===== config.mk =====
export PLATFORM = sky130hd
export DESIGN_NAME = ecp5pll_phase_ctrl_flat
export DESIGN_NICKNAME = d
export VERILOG_FILES = /design/src/rtl/ecp5pll_phase_ctrl_if.sv /design/src/rtl/ecp5pll_phase_ctrl.sv /design/src/flat_wrapper.sv
export SDC_FILE = /design/constraint.sdc
export NUM_CORES = 1
export LEC_CHECK = 0
export CAP_MARGIN = 40
export CORE_MARGIN = 2
export CORE_UTILIZATION = 45
export CTS_CLUSTER_DIAMETER = 30
export DETAILED_ROUTE_END_ITERATION = 12
export GPL_TIMING_DRIVEN = 0
export PLACE_DENSITY = 0.7
export SETUP_SLACK_MARGIN = 0.5
export SLEW_MARGIN = 15
export SYNTH_ARGS = -nofsm -noshare
export SYNTH_HDL_FRONTEND = slang
export SYNTH_SLANG_ARGS = --single-unit
export TNS_END_PERCENT = 50

===== constraint.sdc =====
create_clock -name clk_i -period 2.6 [get_ports clk_i]
set_clock_uncertainty 0.05 [all_clocks]
set_input_delay 0.26 -clock clk_i [delete_from_list [all_inputs] [get_ports clk_i]]
set_output_delay 0.26 -clock clk_i [all_outputs]
set_load 0.05 [all_outputs]

===== src/rtl/ecp5pll_phase_ctrl_if.sv =====
// Phase-request handshake between SoC control logic and the ECP5 PLL phase sequencer.
// master = requester, slave = sequencer.
interface ecp5pll_phase_ctrl_if #(
   parameter int CNT_W = 8
);
   logic             req_valid;
   logic             req_ready;
   logic [1:0]       req_sel;
   logic             req_dir;
   logic [CNT_W-1:0] req_steps;
   logic             busy;
   logic             done;
   logic             err;

   modport master (
      output req_valid, req_sel, req_dir, req_steps,
      input  req_ready, busy, done, err
   );

   modport slave (
      input  req_valid, req_sel, req_dir, req_steps,
      output req_ready, busy, done, err
   );
endinterface


===== src/rtl/ecp5pll_phase_ctrl.sv =====
// Sequencer for ECP5 PLL start-up reset and dynamic phase steps; optional PHASE_TRACK_EN adds per-output phase counters.
// Latency: phasesel/phasedir one cycle after accept, then STEP_GAP setup, STEP_HOLD/STEP_GAP per step, then lock wait.
// Backpressure: req_ready only in IDLE while pll_locked; one request in flight at a time.
module ecp5pll_phase_ctrl #(
   parameter int RST_CYCLES   = 16,
   parameter int STEP_HOLD    = 4,
   parameter int STEP_GAP     = 4,
   parameter int LOCK_TIMEOUT = 65535,
   parameter int CNT_W        = 8
) (
   input  logic                 clk_i,
   input  logic                 reset_n,
   ecp5pll_phase_ctrl_if.slave  req,
   input  logic                 pll_locked,
   output logic                 pll_reset,
   output logic [1:0]           pll_phasesel,
   output logic                 pll_phasedir,
   output logic                 pll_phasestep,
   output logic                 pll_phaseloadreg
`ifdef PHASE_TRACK_EN
   ,
   output logic [63:0]          phase_pos_o
`endif
);

   localparam int MAX_A = (RST_CYCLES > STEP_HOLD) ? RST_CYCLES : STEP_HOLD;
   localparam int MAX_B = (STEP_GAP > LOCK_TIMEOUT) ? STEP_GAP : LOCK_TIMEOUT;
   localparam int MAXC  = (MAX_A > MAX_B) ? MAX_A : MAX_B;
   localparam int TMR_W = $clog2(MAXC + 1);

   localparam logic [TMR_W-1:0] RST_LAST  = TMR_W'(RST_CYCLES - 1);
   localparam logic [TMR_W-1:0] HOLD_LAST = TMR_W'(STEP_HOLD - 1);
   localparam logic [TMR_W-1:0] GAP_LAST  = TMR_W'(STEP_GAP - 1);
   localparam logic [TMR_W-1:0] LOCK_LAST = TMR_W'(LOCK_TIMEOUT - 1);

   typedef enum logic [2:0] {
      S_PLLRST,
      S_LOCK_WAIT,
      S_IDLE,
      S_SETUP,
      S_STEP_HI,
      S_STEP_LO,
      S_LOAD
   } state_t;

   state_t           state, state_nxt;
   logic [TMR_W-1:0] tmr, tmr_nxt;
   logic [CNT_W-1:0] rem, rem_nxt;
   logic             init_q, init_nxt;
   logic             done_nxt, err_nxt, accept;
   logic             ready_q, busy_q, done_q, err_q;

   assign req.req_ready = ready_q;
   assign req.busy      = busy_q;
   assign req.done      = done_q;
   assign req.err       = err_q;

   always_comb begin
      state_nxt = state;
      tmr_nxt   = tmr;
      rem_nxt   = rem;
      init_nxt  = init_q;
      done_nxt  = 1'b0;
      err_nxt   = 1'b0;
      accept    = 1'b0;
      case (state)
         S_PLLRST: begin
            if (tmr == RST_LAST) begin
               state_nxt = S_LOCK_WAIT;
               tmr_nxt   = '0;
            end else begin
               tmr_nxt = tmr + 1'b1;
            end
         end
         S_LOCK_WAIT: begin
            // Lock wins over a simultaneous timeout; the start-up lock is silent on success.
            if (pll_locked) begin
               state_nxt = S_IDLE;
               done_nxt  = !init_q;
               init_nxt  = 1'b0;
            end else if (tmr == LOCK_LAST) begin
               state_nxt = S_IDLE;
               err_nxt   = 1'b1;
               init_nxt  = 1'b0;
            end else begin
               tmr_nxt = tmr + 1'b1;
            end
         end
         S_IDLE: begin
            if (req.req_valid && ready_q) begin
               accept    = 1'b1;
               tmr_nxt   = '0;
               rem_nxt   = req.req_steps;
               state_nxt = (req.req_steps == '0) ? S_LOAD : S_SETUP;
            end
         end
         S_SETUP: begin
            if (tmr == GAP_LAST) begin
               state_nxt = S_STEP_HI;
               tmr_nxt   = '0;
            end else begin
               tmr_nxt = tmr + 1'b1;
            end
         end
         S_STEP_HI: begin
            if (tmr == HOLD_LAST) begin
               state_nxt = S_STEP_LO;
               tmr_nxt   = '0;
            end else begin
               tmr_nxt = tmr + 1'b1;
            end
         end
         S_LOAD: begin
            // A load is followed by one gap, reusing the step-low path with a single remaining step.
            if (tmr == HOLD_LAST) begin
               state_nxt = S_STEP_LO;
               tmr_nxt   = '0;
               rem_nxt   = CNT_W'(1);
            end else begin
               tmr_nxt = tmr + 1'b1;
            end
         end
         S_STEP_LO: begin
            if (tmr == GAP_LAST) begin
               tmr_nxt   = '0;
               rem_nxt   = rem - 1'b1;
               state_nxt = (rem == CNT_W'(1)) ? S_LOCK_WAIT : S_STEP_HI;
            end else begin
               tmr_nxt = tmr + 1'b1;
            end
         end
         default: state_nxt = S_PLLRST;
      endcase
   end

   always_ff @(posedge clk_i) begin
      if (!reset_n) begin
         state            <= S_PLLRST;
         tmr              <= '0;
         rem              <= '0;
         init_q           <= 1'b1;
         ready_q          <= 1'b0;
         busy_q           <= 1'b1;
         done_q           <= 1'b0;
         err_q            <= 1'b0;
         pll_reset        <= 1'b1;
         pll_phasesel     <= 2'd0;
         pll_phasedir     <= 1'b0;
         pll_phasestep    <= 1'b0;
         pll_phaseloadreg <= 1'b0;
      end else begin
         state            <= state_nxt;
         tmr              <= tmr_nxt;
         rem              <= rem_nxt;
         init_q           <= init_nxt;
         ready_q          <= (state_nxt == S_IDLE) && pll_locked;
         busy_q           <= (state_nxt != S_IDLE);
         done_q           <= done_nxt;
         err_q            <= err_nxt;
         pll_reset        <= (state_nxt == S_PLLRST);
         pll_phasestep    <= (state_nxt == S_STEP_HI);
         pll_phaseloadreg <= (state_nxt == S_LOAD);
         if (accept) begin
            pll_phasesel <= req.req_sel;
            pll_phasedir <= req.req_dir;
         end
      end
   end

`ifdef PHASE_TRACK_EN
   logic [15:0] pos [4];

   always_ff @(posedge clk_i) begin
      if (!reset_n) begin
         for (int i = 0; i < 4; i++) pos[i] <= '0;
      end else if (state == S_STEP_HI && state_nxt == S_STEP_LO) begin
         pos[pll_phasesel] <= pll_phasedir ? (pos[pll_phasesel] - 16'd1) : (pos[pll_phasesel] + 16'd1);
      end else if (state == S_LOAD && state_nxt == S_STEP_LO) begin
         pos[pll_phasesel] <= '0;
      end
   end

   assign phase_pos_o = {pos[3], pos[2], pos[1], pos[0]};
`endif

endmodule


===== src/flat_wrapper.sv =====
// flat-port wrapper written by rule: the top's interface ports become plain ports
module ecp5pll_phase_ctrl_flat 
#(
   parameter int RST_CYCLES   = 16,
   parameter int STEP_HOLD    = 4,
   parameter int STEP_GAP     = 4,
   parameter int LOCK_TIMEOUT = 65535,
   parameter int CNT_W        = 8
)
  (clk_i, reset_n, pll_locked, pll_reset, pll_phasesel, pll_phasedir, pll_phasestep, pll_phaseloadreg, req_req_valid, req_req_sel, req_req_dir, req_req_steps, req_req_ready, req_busy, req_done, req_err);
  ecp5pll_phase_ctrl_if #(.CNT_W(CNT_W)) req_i ();
  input  logic clk_i;
  input  logic reset_n;
  input  logic pll_locked;
  output logic pll_reset;
  output logic [1:0] pll_phasesel;
  output logic pll_phasedir;
  output logic pll_phasestep;
  output logic pll_phaseloadreg;
  input wire logic [$bits(req_i.req_valid)-1:0] req_req_valid;
  input wire logic [$bits(req_i.req_sel)-1:0] req_req_sel;
  input wire logic [$bits(req_i.req_dir)-1:0] req_req_dir;
  input wire logic [$bits(req_i.req_steps)-1:0] req_req_steps;
  output wire logic [$bits(req_i.req_ready)-1:0] req_req_ready;
  output wire logic [$bits(req_i.busy)-1:0] req_busy;
  output wire logic [$bits(req_i.done)-1:0] req_done;
  output wire logic [$bits(req_i.err)-1:0] req_err;
  assign req_i.req_valid = req_req_valid;
  assign req_i.req_sel = req_req_sel;
  assign req_i.req_dir = req_req_dir;
  assign req_i.req_steps = req_req_steps;
  assign req_req_ready = req_i.req_ready;
  assign req_busy = req_i.busy;
  assign req_done = req_i.done;
  assign req_err = req_i.err;
  ecp5pll_phase_ctrl #(.RST_CYCLES(RST_CYCLES), .STEP_HOLD(STEP_HOLD), .STEP_GAP(STEP_GAP), .LOCK_TIMEOUT(LOCK_TIMEOUT), .CNT_W(CNT_W)) u_core (.clk_i(clk_i), .reset_n(reset_n), .req(req_i), .pll_locked(pll_locked), .pll_reset(pll_reset), .pll_phasesel(pll_phasesel), .pll_phasedir(pll_phasedir), .pll_phasestep(pll_phasestep), .pll_phaseloadreg(pll_phaseloadreg));
endmodule

==> metrics.md, run 1 <==
| Metric | Value |
|---|---|
| Syn. warnings | `0` |
| Max stage delay on crit path | `0.58 ns` |
| Worst path most repeated cell | `or4_4` |
| Clk Latency, worst-skew pair | `0.29 ns` |
| CP Class | `in -> reg` |
| Final min period | `2.37 ns` |
| DP Area | `0.00258 mm2` |
| CTS max path bufs | `2` |
| Clk slew on worst S/H paths | `0.07 ns` |
| Sequential Power Share | `0.539` |
| Tot GR Track Use | `0.218` |
| Int Pwr | `0.840 mW` |
| Status | `finished, final reports clean` |
| Met2 usage | `0.320` |
| Synth-to-layout area growth | `35.5%` |
| Nets | `332` |
| Number of nets with antenna violations after routing | `0` |
| Seq/Total Area, Yosys | `0.346` |
| Met1 usage | `0.318` |
| Via Count | `2188` |
| Met3 usage | `0.0412` |
| Wire per inst | `14.9 um` |
| I/O pins | `25` |
| CTS H-Tree Depth | `2` |
| Post-synth EDFFs | `0` |
| Worst min-delay path class | `reg -> reg` |
| Sw power | `0.256 mW` |
| Hold-fix buffers, CTS | `0` |
| Nature of the critical path endpoint | `flop` |
| Slew @ Worst Pin | `0.652 ns` |
| Die Y | `73.9 um` |
| Core Area | `0.00472 mm2` |
| Grt peak-use layer | `met2` |
| # fillers | `409` |
| Worst-path cell chain | `clkdlybuf4s50_1 -> or4_4 -> nor2_4 -> o221ai_2 -> or4b_4 -> or4_4` |
| Clock Sinks | `38` |
| Post-route cell area | `0.00298 mm2` |
| Bufs and invs on worst path | `1` |
| Synth Net Count | `283` |
| TritonCTS clock tree | `done` |
| Std cell rows | `25` |
| Number of global-route vias before repair | `1923` |
| Data arrival time of the worst path | `2.49 ns` |
| Commonest non-fill, non-tap cells in the layout | `dfxtp_1, clkdlybuf4s50_1, nand2_1` |
| Mapped Area | `0.00220 mm2` |
| RSZ-0062 raised after global routing | `true` |
| Final HPWL DP | `3800 um` |
| Antenna diode count | `0` |
| CTS Buf Count | `5` |
| Ys flop type | `dfxtp_1` |
| GPL Wtd Cong | `0.864` |
| PortBufs | `24` |
| Synthesized instance count | `264` |
| Final setup vio count | `0` |
| Peak supply drop | `0.198 mV` |
| Post-synth cell types | `52` |
| Root Driver | `clkbuf_8` |
| Crit path from | `req_req_steps[6]` |
| Hold Path Origin | `u_core.init_q$_SDFFE_PN1P_` |
| Clock Power Share | `0.389` |
| Leakage | `1.03 nW` |
| Final hold vios | `0` |
| Initial antenna violation count | `0` |
| CP Max Fanout | `4` |
| First-pass GRT wire length | `9180 um` |
| DR DRC count | `0` |
| Drt pass-1 iters | `4` |
| Tot Pwr | `1.10 mW` |
| Starting density of the core | `0.465` |
| Layout cells sized above 1 | `0.239` |
| Post-Route WL | `5670 um` |
| Largest net degree at the start of global routing | `13` |
| Critical-path top delay cell | `or4b_4` |
| Die area | `0.00546 mm2` |
| Max_cap viols | `0` |
| Family with the most delay on the worst path | `simple AND/OR/NAND/NOR gates` |
| 1st-iter DRT viols | `132` |
| Rel. slew slack | `0.561` |
| Worst Path Required | `2.72 ns` |
| Number of synthesized register bits | `38` |
| FF-to-FF Start | `u_core.tmr[1]$_SDFFE_PN0P_` |
| Async set-reset flop share out of synthesis | `0` |
| Final Max Slew Viols | `0` |
| Die X | `73.9 um` |
| Via density | `5.74` |
| Most common cell after layout, fill and taps aside | `dfxtp_1` |
| Combinational fraction of design power | `0.072` |
| Fmax | `423 MHz` |
| Power density cells | `368 mW/mm2` |
| Period utilization | `0.910` |
| Switching portion of total power | `0.234` |
| Startpoint Class | `primary input` |
| Avg Inst Size Synth | `8.32 um2` |
| Grt ovf | `0` |
==> cell usage after synthesis (2+ instances only) <==
library cell / instances / area, um2
a2111oi_0: 3 / 26.3
a211oi_1: 12 / 90.1
a21o_1: 3 / 22.5
a21oi_1: 9 / 45.0
a221oi_1: 2 / 17.5
and2_1: 4 / 25.0
and3_1: 3 / 18.8
and4_1: 3 / 26.3
buf_2: 3 / 15.0
buf_4: 2 / 15.0
buf_6: 4 / 45.0
clkbuf_1: 7 / 26.3
dfxtp_1: 38 / 761
ha_1: 4 / 50.1
inv_1: 7 / 26.3
mux2i_1: 4 / 40.0
nand2_1: 21 / 78.8
nand3_1: 8 / 40.0
nand4_1: 11 / 68.8
nor2_1: 21 / 78.8
nor2b_1: 5 / 31.3
nor3_1: 16 / 80.1
nor3b_1: 4 / 30.0
nor4_1: 6 / 37.5
nor4_2: 2 / 25.0
o21a_1: 3 / 22.5
o21ai_0: 15 / 75.1
o2bb2ai_1: 2 / 17.5
o31ai_1: 3 / 22.5
or3_1: 3 / 18.8
or4_1: 6 / 45.0
xnor2_1: 10 / 87.6
==> routing by layer <==
layer / vias to the layer above / part of all wire
met3: 6 / 0.037
met4: 0 / 0.011
met1: 1045 / 0.49
met5: - / 0
li1: 1096 / -
met2: 41 / 0.46
==> final timing paths <==
check / endpoint / cells after the start / slack [ns]
worst max-delay path: u_core.req.busy$_SDFF_PN1_ / 6 / 0.23
worst min register to register: u_core.req.done$_SDFF_PN0_ / 1 / 0.38
worst max register to register: u_core.req.busy$_SDFF_PN1_ / 7 / 0.24
worst min-delay path: u_core.req.done$_SDFF_PN0_ / 1 / 0.38
==> state kept, by name, indices dropped and copies added, names as in the netlist, 2 cells and up <==
register	flops
u_core.state	3
u_core.tmr	16
u_core.pll_phasesel	2
u_core.rem	8
==> what timing repair did <==
| action | in CTS | in global routing |
|---|---|---|
| endpoints found under the setup margin | 30 | 30 |
| setup buffers | 12 | 5 |
| cloned | 0 | 1 |
| pin swaps | 2 | 4 |
| resized for setup | 23 | 15 |
==> cell families after synthesis <==
logic type               synth area share
AND/OR/NAND/NOR                     0.329
AO/OA/AOI/OAI                       0.181
flip-flops                          0.346
buffers and inverters              0.0581
XOR/XNOR                           0.0399
adder cells (fa/ha/maj)            0.0273
multiplexers                       0.0182
==> through the flow <==
| step | util | setup TNS [ns] | hold slack [ns] | worst slack [ns] | std cells |
|---|---|---|---|---|---|
| 2_1_floorplan | - | 0 | 0.272 | 0.330 | 264 |
| 3_3_place_gp | 0.546 | -1.77 | 0.365 | -0.172 | 355 |
| 3_5_place_dp | 0.546 | -1.61 | 0.377 | -0.155 | 355 |
| 4_1_cts | 0.602 | 0 | 0.363 | 0.247 | 375 |
| 5_1_grt | 0.630 | 0 | 0.417 | 0.110 | 381 |
| 6_report | 0.630 | 0 | 0.382 | 0.233 | 381 |
==> layout make-up <==
cell class	instances	area (um2)	share of cell area
buffer	16	121	0.0408
clock buffer	6	82.6	0.0277
clock inverter	2	11.3	0.00378
inverter	7	26.3	0.00882
multi-input combinational	203	1480	0.496
timing repair buffer	42	395	0.133
sequential	38	781	0.262
tap	67	83.8	0.0282
==> power groups by stage <==
| stage | combinational, mW | sequential, mW | clock [mW] |
|---|---|---|---|
| global route | 0.0862 | 0.591 | 0.464 |
| detailed placement | 0.0632 | 0.607 | 0 |
| CTS | 0.0752 | 0.590 | 0.444 |
| floorplan | 0.0305 | 0.605 | 0 |
| finish | 0.0790 | 0.590 | 0.427 |
| global placement | 0.0624 | 0.606 | 0 |
==> worst reg2reg max path: stages, from the launching register on <==
cell     delay (ns)
dfxtp_4        0.37
ha_4           0.12
buf_6          0.09
nor4b_4        0.19
and4_4         0.30
mux2i_1        0.19
or4b_4         0.51
or4_4          0.42
(Power assumes the default switching activity.)
==> inputs of run 2 (changes only) <==
- SKIP_CTS_REPAIR_TIMING: default -> 1
==> run 2 against run 1 <==
Net effect: global-route usage decreased by 1.1 points; die area stayed put; first-iteration DRC count rose by 14%; cell area decreased by 5.9%; sequential power is essentially flat; clock power barely moved; sequential cell count did not move; critical path depth unchanged.
==> metrics.md, run 2 (synthesis results as in run 1) <==
| Metric | Value |
|---|---|
| Area of the multi-input gates | `0.00141 mm2` |
| Root Driver | `clkbuf_8` |
| Clk Latency, worst-skew pair | `0.29 ns` |
| CTS max path bufs | `2` |
| Clk slew on worst S/H paths | `0.08 ns` |
| Top Registers | `u_core.tmr: 16 flops, u_core.rem: 8 flops, u_core.state: 3 flops` |
| Most common cell after layout, fill and taps aside | `dfxtp_1` |
| Max_cap viols | `0` |
| Critical-path top delay cell | `or4_1` |
| TNS Setup | `0 ns` |
| GPL Wtd Cong | `0.864` |
| PortBufs | `24` |
| Die Y | `73.9 um` |
| Rel. slew slack | `0.507` |
| Final hold vios | `0` |
| Fmax | `403 MHz` |
| Std cell rows | `25` |
| Status | `finished, final reports clean` |
| Drt pass-1 iters | `4` |
| Number of global-route vias before repair | `1833` |
| Starting density of the core | `0.465` |
| Max stage delay on crit path | `0.59 ns` |
| Synth-to-layout area growth | `27.5%` |
| Non-filler cells, final | `370` |
| Switching portion of total power | `0.233` |
| Final min period | `2.48 ns` |
| Post-Route WL | `5340 um` |
| Nets | `321` |
| Die X | `73.9 um` |
| DP Cell Count | `355` |
| Flip-flop count of the largest register after layout | `16` |
| Biggest register | `u_core.tmr` |
| Core Area | `0.00472 mm2` |
| Flop2flop setup slack | `0.16 ns` |
| Via Count | `2118` |
| Hold path depth | `1` |
| Final setup vio count | `0` |
| Int Pwr | `0.836 mW` |
| RSZ-0062 raised after global routing | `true` |
| Tot GR Track Use | `0.207` |
| First-pass GRT wire length | `8710 um` |
| CTS H-Tree Depth | `2` |
| Combinational fraction of design power | `0.063` |
| CP Max Fanout | `5` |
| Antenna diode count | `0` |
| Startpoint Class | `primary input` |
| Worst-path cell chain | `clkdlybuf4s50_1 -> or4_1 -> nor2_2 -> o221ai_2 -> or4b_4 -> or4_4` |
| Data arrival time of the worst path | `2.60 ns` |
| Peak supply drop | `0.185 mV` |
| Number of nets with antenna violations after routing | `0` |
| Commonest non-fill, non-tap cells in the layout | `dfxtp_1, clkdlybuf4s50_1, nand2_1` |
| Sw power | `0.254 mW` |
| Worst Path Required | `2.72 ns` |
| Wire per inst | `14.4 um` |
| Largest net degree at the start of global routing | `13` |
| 1st-iter DRT viols | `150` |
| CTS Buf Count | `5` |
| # fillers | `437` |
| Period utilization | `0.953` |
| Clock Power Share | `0.393` |
| Leakage | `0.958 nW` |
| Layout cells sized above 1 | `0.182` |
| Grt ovf | `0` |
| Via density | `5.72` |
| Reg2Reg Depth | `6` |
| CP Class | `in -> reg` |
| Nature of the critical path endpoint | `flop` |
| Register area | `776 um2` |
| Slew @ Worst Pin | `0.733 ns` |
| I/O pins | `25` |
| Final HPWL DP | `3800 um` |
| DR DRC count | `0` |
| Sequential Power Share | `0.543` |
| Power density cells | `389 mW/mm2` |
| Worst min-delay path class | `reg -> reg` |
| Clock Sinks | `38` |
| Die area | `0.00546 mm2` |
| Final Max Slew Viols | `0` |
| Initial antenna violation count | `0` |
| TritonCTS clock tree | `done` |
==> run 2: cell count changes in the layout (fill, tap and decap cells not counted), sizes merged <==
cell           delta
clkbuf            -3
buf               -8
dlygate4sd2       -1
clkdlybuf4s50     +1
==> run 2: layer usage <==
metal,share of wire,GRT usage,vias up
met2,0.43,0.296,40
met3,0.036,0.0412,9
li1,-,-,1070
met4,0.017,0.0707,0
met1,0.51,0.308,999
met5,0,0,-
==> run 2: path summary, 6_finish.rpt <==
kind / startpoint / to
worst max-delay path: req_req_steps[6] / u_core.req.busy$_SDFF_PN1_
worst min-delay path: u_core.init_q$_SDFFE_PN1P_ / u_core.req.done$_SDFF_PN0_
worst max register to register: u_core.tmr[7]$_SDFFE_PN0P_ / u_core.req.busy$_SDFF_PN1_
worst min register to register: u_core.init_q$_SDFFE_PN1P_ / u_core.req.done$_SDFF_PN0_
==> run 2: per-stage QoR <==
| step | worst slack [ns] | power [mW] | util | instance area [um2] | hold slack, ns |
|---|---|---|---|---|---|
| after global placement | -0.172 | 0.668 | 0.546 | 2580 | 0.365 |
| after CTS | 0.153 | 1.10 | 0.566 | 2670 | 0.387 |
| after floorplan | 0.330 | 0.635 | - | 2250 | 0.272 |
| after global routing | 0.0703 | 1.13 | 0.593 | 2800 | 0.417 |
| final | 0.121 | 1.09 | 0.593 | 2800 | 0.381 |
| after detailed placement | -0.155 | 0.670 | 0.546 | 2580 | 0.377 |
==> run 2: worst max-delay path, delay by kind of cell <==
family / cells / cell delay [ns]
buffers and inverters: 1 / 0.44
AO/OA/AOI/OAI: 1 / 0.13
AND/OR/NAND/NOR: 4 / 1.77
==> run 2: layout make-up <==
class | count | share of cell area
plain buffers | 16 | 0.0433
clock buffers | 6 | 0.0295
clock inverters | 2 | 0.00402
inverters | 7 | 0.00938
multi-input cells | 203 | 0.502
flip-flops and latches | 38 | 0.277
well taps | 67 | 0.0299
repair buffers | 31 | 0.105
==> run 2: power by group through the flow <==
stage	Clock, mW	Sequential, mW	Combinational (mW)
after floorplan	0	0.605	0.0305
after global placement	0	0.606	0.0624
after detailed placement	0	0.607	0.0632
after CTS	0.444	0.593	0.0635
after global routing	0.465	0.594	0.0760
final	0.429	0.593	0.0689
